## config.mk

```make
export PLATFORM = sky130hd
export DESIGN_NAME = mac_audio_out
export DESIGN_NICKNAME = d
export VERILOG_FILES = /design/src/rtl/mac_audio_out.sv
export SDC_FILE = /design/constraint.sdc
export NUM_CORES = 1
export LEC_CHECK = 0
export BUFFER_PORTS_ARGS = -buffer_cell sky130_fd_sc_hd__buf_2
export CAP_MARGIN = 10
export CORE_ASPECT_RATIO = 1.2
export CORE_MARGIN = 3
export CORE_UTILIZATION = 55
export DETAILED_ROUTE_END_ITERATION = 8
export GPL_ROUTABILITY_DRIVEN = 1
export PLACE_DENSITY_LB_ADDON = 0.05
export SYNTH_ARGS = -nofsm -noshare
export SYNTH_HDL_FRONTEND = slang
export SYNTH_SLANG_ARGS = --single-unit
```

## constraint.sdc

```tcl
create_clock -name clk -period 5.1 [get_ports clk]
set_clock_uncertainty 0.2 [all_clocks]
set_input_delay 0 -clock clk [delete_from_list [all_inputs] [get_ports clk]]
set_output_delay 0 -clock clk [all_outputs]
set_load 0.02 [all_outputs]
```

## src/rtl/mac_audio_out.sv

```systemverilog
// Audio output stage: DC removal, 16-bit signed PCM, one-pole low-pass and a
// first-order 1-bit sigma-delta DAC for the analog pin.
module mac_audio_out #(
  parameter int unsigned DC_SHIFT  = 10,
  parameter int unsigned LPF_SHIFT = 4
) (
  input  logic        clk,
  input  logic        reset,
  input  logic        cep,
  input  logic [10:0] sample_in,
  input  logic        sample_valid,
  input  logic        mute,
  output logic [15:0] pcm_out,
  output logic        pcm_valid,
  output logic        dac_out
);

  localparam int unsigned DcW = 11 + DC_SHIFT;

  logic [DcW-1:0]     dc_acc_q, dc_acc_d;
  logic [10:0]        dc_est;
  logic signed [11:0] ac_q, ac_d;
  logic signed [15:0] y_q, y_d;
  logic signed [15:0] target;
  logic signed [16:0] diff;
  logic signed [16:0] step;
  logic [15:0]        sd_q, sd_d;
  logic [16:0]        sd_sum;
  logic               dac_q, dac_d;
  logic               pcm_valid_q, pcm_valid_d;
  logic               accept;

  assign accept = cep & sample_valid;

  // dc_acc is bounded by 2047 << DC_SHIFT, so the modular sum never wraps in the final value.
  always_comb begin
    dc_est      = 11'(dc_acc_q >> DC_SHIFT);
    dc_acc_d    = dc_acc_q;
    ac_d        = ac_q;
    pcm_valid_d = accept;
    if (accept) begin
      dc_acc_d = dc_acc_q + DcW'(sample_in) - DcW'(dc_est);
      ac_d     = $signed({1'b0, sample_in}) - $signed({1'b0, dc_est});
    end
  end

  // Low-pass runs on the ac value registered before this edge.
  always_comb begin
    target = mute ? 16'sd0 : {ac_q, 4'b0000};
    diff   = {target[15], target} - {y_q[15], y_q};
    step   = diff >>> LPF_SHIFT;
    y_d    = y_q;
    if (cep) begin
      y_d = y_q + 16'(step);
    end
  end

  // Offset-binary input: the carry density tracks (pcm + 32768) / 65536.
  always_comb begin
    sd_sum = {1'b0, sd_q} + {1'b0, y_q ^ 16'h8000};
    sd_d   = sd_sum[15:0];
    dac_d  = sd_sum[16];
  end

  always_ff @(posedge clk or posedge reset) begin
    if (reset) begin
      dc_acc_q    <= '0;
      ac_q        <= '0;
      y_q         <= '0;
      sd_q        <= '0;
      dac_q       <= 1'b0;
      pcm_valid_q <= 1'b0;
    end else begin
      dc_acc_q    <= dc_acc_d;
      ac_q        <= ac_d;
      y_q         <= y_d;
      sd_q        <= sd_d;
      dac_q       <= dac_d;
      pcm_valid_q <= pcm_valid_d;
    end
  end

  assign pcm_out   = y_q;
  assign pcm_valid = pcm_valid_q;
  assign dac_out   = dac_q;

endmodule
```

==> flow_metrics.env <==
export IMPL_antenna_found_initial=0
export IMPL_grt_pass1_wl_mm=21.9
export IMPL_post_place_ws_ns=1.11
export IMPL_yosysSeqAreaShare=0.284
export IMPL_diodes=0
export IMPL_gp_congestion=0.903
export IMPL_critical_path_class="flop to flop"
export IMPL_worst_pin_slew_ns=0.877
export IMPL_max_freq_mhz=250
export IMPL_fin_crit_ns=4.01
export IMPL_synth_edf_count=0
export IMPL_drtIter0Drc=180
export IMPL_grt_util_met2=0.423
export IMPL_tns_ns=0
export IMPL_rsz0062_at_grt="false"
export IMPL_drt_pass1_iter_count=4
export IMPL_cts_resized_gates=0
export IMPL_synth_seq_cells=67
export IMPL_yosys_area_top_type="dfrtp_1"
export IMPL_critPathArrivalTime_ns=4.03
export IMPL_finalHoldViolCount=0
export IMPL_r2r_setup_slack_ns=1.09
export IMPL_routed_wl_mm=12.7
export IMPL_whs_path_depth=4
export IMPL_grt_pass1_vias=4824
export IMPL_die_h_um=119
export IMPL_syn2layout_area_growth_pct=11.8
export IMPL_grt_met1_usage=0.248
export IMPL_synth_warnings=0
export IMPL_grt_max_degree=68
export IMPL_layout_drive_gt1_share=0.0908
export IMPL_syn_inst=668
export IMPL_drt_vias_per_instance=5.61
export IMPL_setup_viol=0
export IMPL_status="completed"
export IMPL_grt_met3_usage=0.0363
export IMPL_worstHoldStart="sample_in[1]"
export IMPL_drc=0
export IMPL_core_um2=10200
export IMPL_dp_hpwl_mm=9.91
export IMPL_max_cap_viol_count=0
export IMPL_cts_hold_buffers=8
export IMPL_cts_buffer_depth=2
export IMPL_yosys_top_cells_area="dfrtp_1 28%, ha_1 16%, xnor2_1 5.8%, inv_1 5.4%, fa_1 4.8%"
export IMPL_busiest_layer="met2"
export IMPL_ant_nets=0
export IMPL_async_reset_ff_frac=1.00
export IMPL_ff2ff_path_depth=17
export IMPL_fin_util=0.645
export IMPL_drv_slew=0
export IMPL_grt_overflow=0
export IMPL_numCtsBuffers=9
export IMPL_start_kind="flop"
export IMPL_insertion_delay_ns=0.34
export IMPL_routedWlPerCell_um=15.1
export IMPL_nNetsFinal=819
export IMPL_postCtsSetupBuffers=0
export IMPL_hold_class="input port to flop"
export IMPL_r2r_end="pcm_out[15]"
export IMPL_synthFlopType="dfrtp_1"
export IMPL_path_clk_slew_ns=0.05
export IMPL_die_x_um=101
export IMPL_syn_avg_cell_area_um2=8.83
export IMPL_cp_max_fo=4
export IMPL_fin_crit_sh=0.786
export IMPL_row_count=40
export IMPL_syn_area_um2=5900
export IMPL_initial_core_util=0.577
export IMPL_root_buffer="clkbuf_16"
export IMPL_grt_use_total=0.225
export IMPL_io_buffers=33
export IMPL_synth_cell_types=57
export IMPL_relSlewSlack=0.415
export IMPL_endpoint_kind="flop"
export IMPL_synth_top_area_frac=0.284
export IMPL_rr_startpoint="pcm_out[4]"
export IMPL_cts_tree="done"
export IMPL_die_area_um2=12000
export IMPL_vias=4725
export IMPL_io_pins=34
export IMPL_fin_ws_ns=1.09
export IMPL_hold_path_end="ac_q[1]"
export IMPL_cts_num_sinks=67
export IMPL_cts_max_level=3
export IMPL_syn_nets=775
export IMPL_required_ns=5.13
==> synth_stat cells (all sizes together) (11+ instances only) <==
cell type	number
a21oi	50
dfrtp	67
nand2	57
inv	85
nand2b	11
nor3	12
xnor2	39
fa	14
a21o	25
o21ai	61
a211oi	11
nor2b	20
xor2	18
nor2	22
ha	77
==> final cells by class <==
cell class | count | area, um^2
clock buffer | 14 | 284
clock inverter | 1 | 30.0
fill | 867 | 3620
inverter | 85 | 319
multi-input combinational | 506 | 3860
sequential | 67 | 1680
tap | 126 | 158
timing repair buffer | 43 | 260
==> through the flow <==
stage / instance area, um^2 / instances / hold slack, ns
after floorplan: 5900 / 668 / 0.0298
after global placement: 6190 / 819 / 0.120
after detailed placement: 6190 / 819 / 0.120
after CTS: 6590 / 842 / 0.0121
after global routing: 6590 / 842 / 0.0554
final: 6590 / 842 / 0.000248
==> layer usage <==
layer	routed length, um	up-vias
li1	-	2423
met1	5230	2236
met2	6950	46
met3	262	20
met4	239	0
met5	0	-
==> state kept, by name, summed over array words and instances, names as in the netlist <==
signal,count
dac_out,1
sd_q,16
ac_q,12
pcm_out,16
dc_acc_q,21
pcm_valid,1
==> cell families (layout without fill, tap and decap cells) <==
kind of cell,Yosys count,count (layout),synth area share
compound gates,203,203,0.225
xor+xnor,57,57,0.0847
fa+ha+maj,91,91,0.211
buf+inv,95,143,0.0607
flops,67,67,0.284
mux,5,5,0.00913
simple gates,150,150,0.126
==> worst max-delay path by stage <==
stage / from / to / depth (start not counted)
floorplan: pcm_out[5] / pcm_out[15] / 18
global placement: ac_q[1] / pcm_out[15] / 18
detailed placement: pcm_out[5] / pcm_out[15] / 18
CTS: pcm_out[5] / pcm_out[15] / 18
global route: pcm_out[5] / pcm_out[15] / 18
finish: pcm_out[4] / pcm_out[15] / 17
==> worst max-delay path, cell delays in order (launching register included) <==
cell and delay (ns):
dfrtp_1 0.41, inv_1 0.08, ha_1 0.34, a21oi_1 0.23, o21bai_1 0.11, a21oi_1 0.32
o31a_1 0.26, o21ai_1 0.08, a21oi_1 0.17, xnor2_1 0.14, ha_1 0.29, o21ai_0 0.36
and2b_1 0.20, a21oi_2 0.06, a221oi_2 0.28, xnor2_1 0.14, nand2_1 0.08, xnor2_1 0.15
==> placed cells by master (no fill, tap or decap), types with 9 or more instances in the layout <==
cell type,count
a21o_1,24
dfrtp_1,67
a211oi_1,9
fa_1,14
xor2_1,18
buf_2,33
o21ai_0,51
nand2_1,57
nand2b_1,11
inv_1,84
a21oi_1,49
nor2_1,22
nor2b_1,20
clkbuf_16,9
xnor2_1,39
ha_1,77
nor3_1,12
nand3_1,9
Power is left out: the tool's default activity adds up to more than one toggle a clock period on the data nets, which glitch-free logic cannot reach.
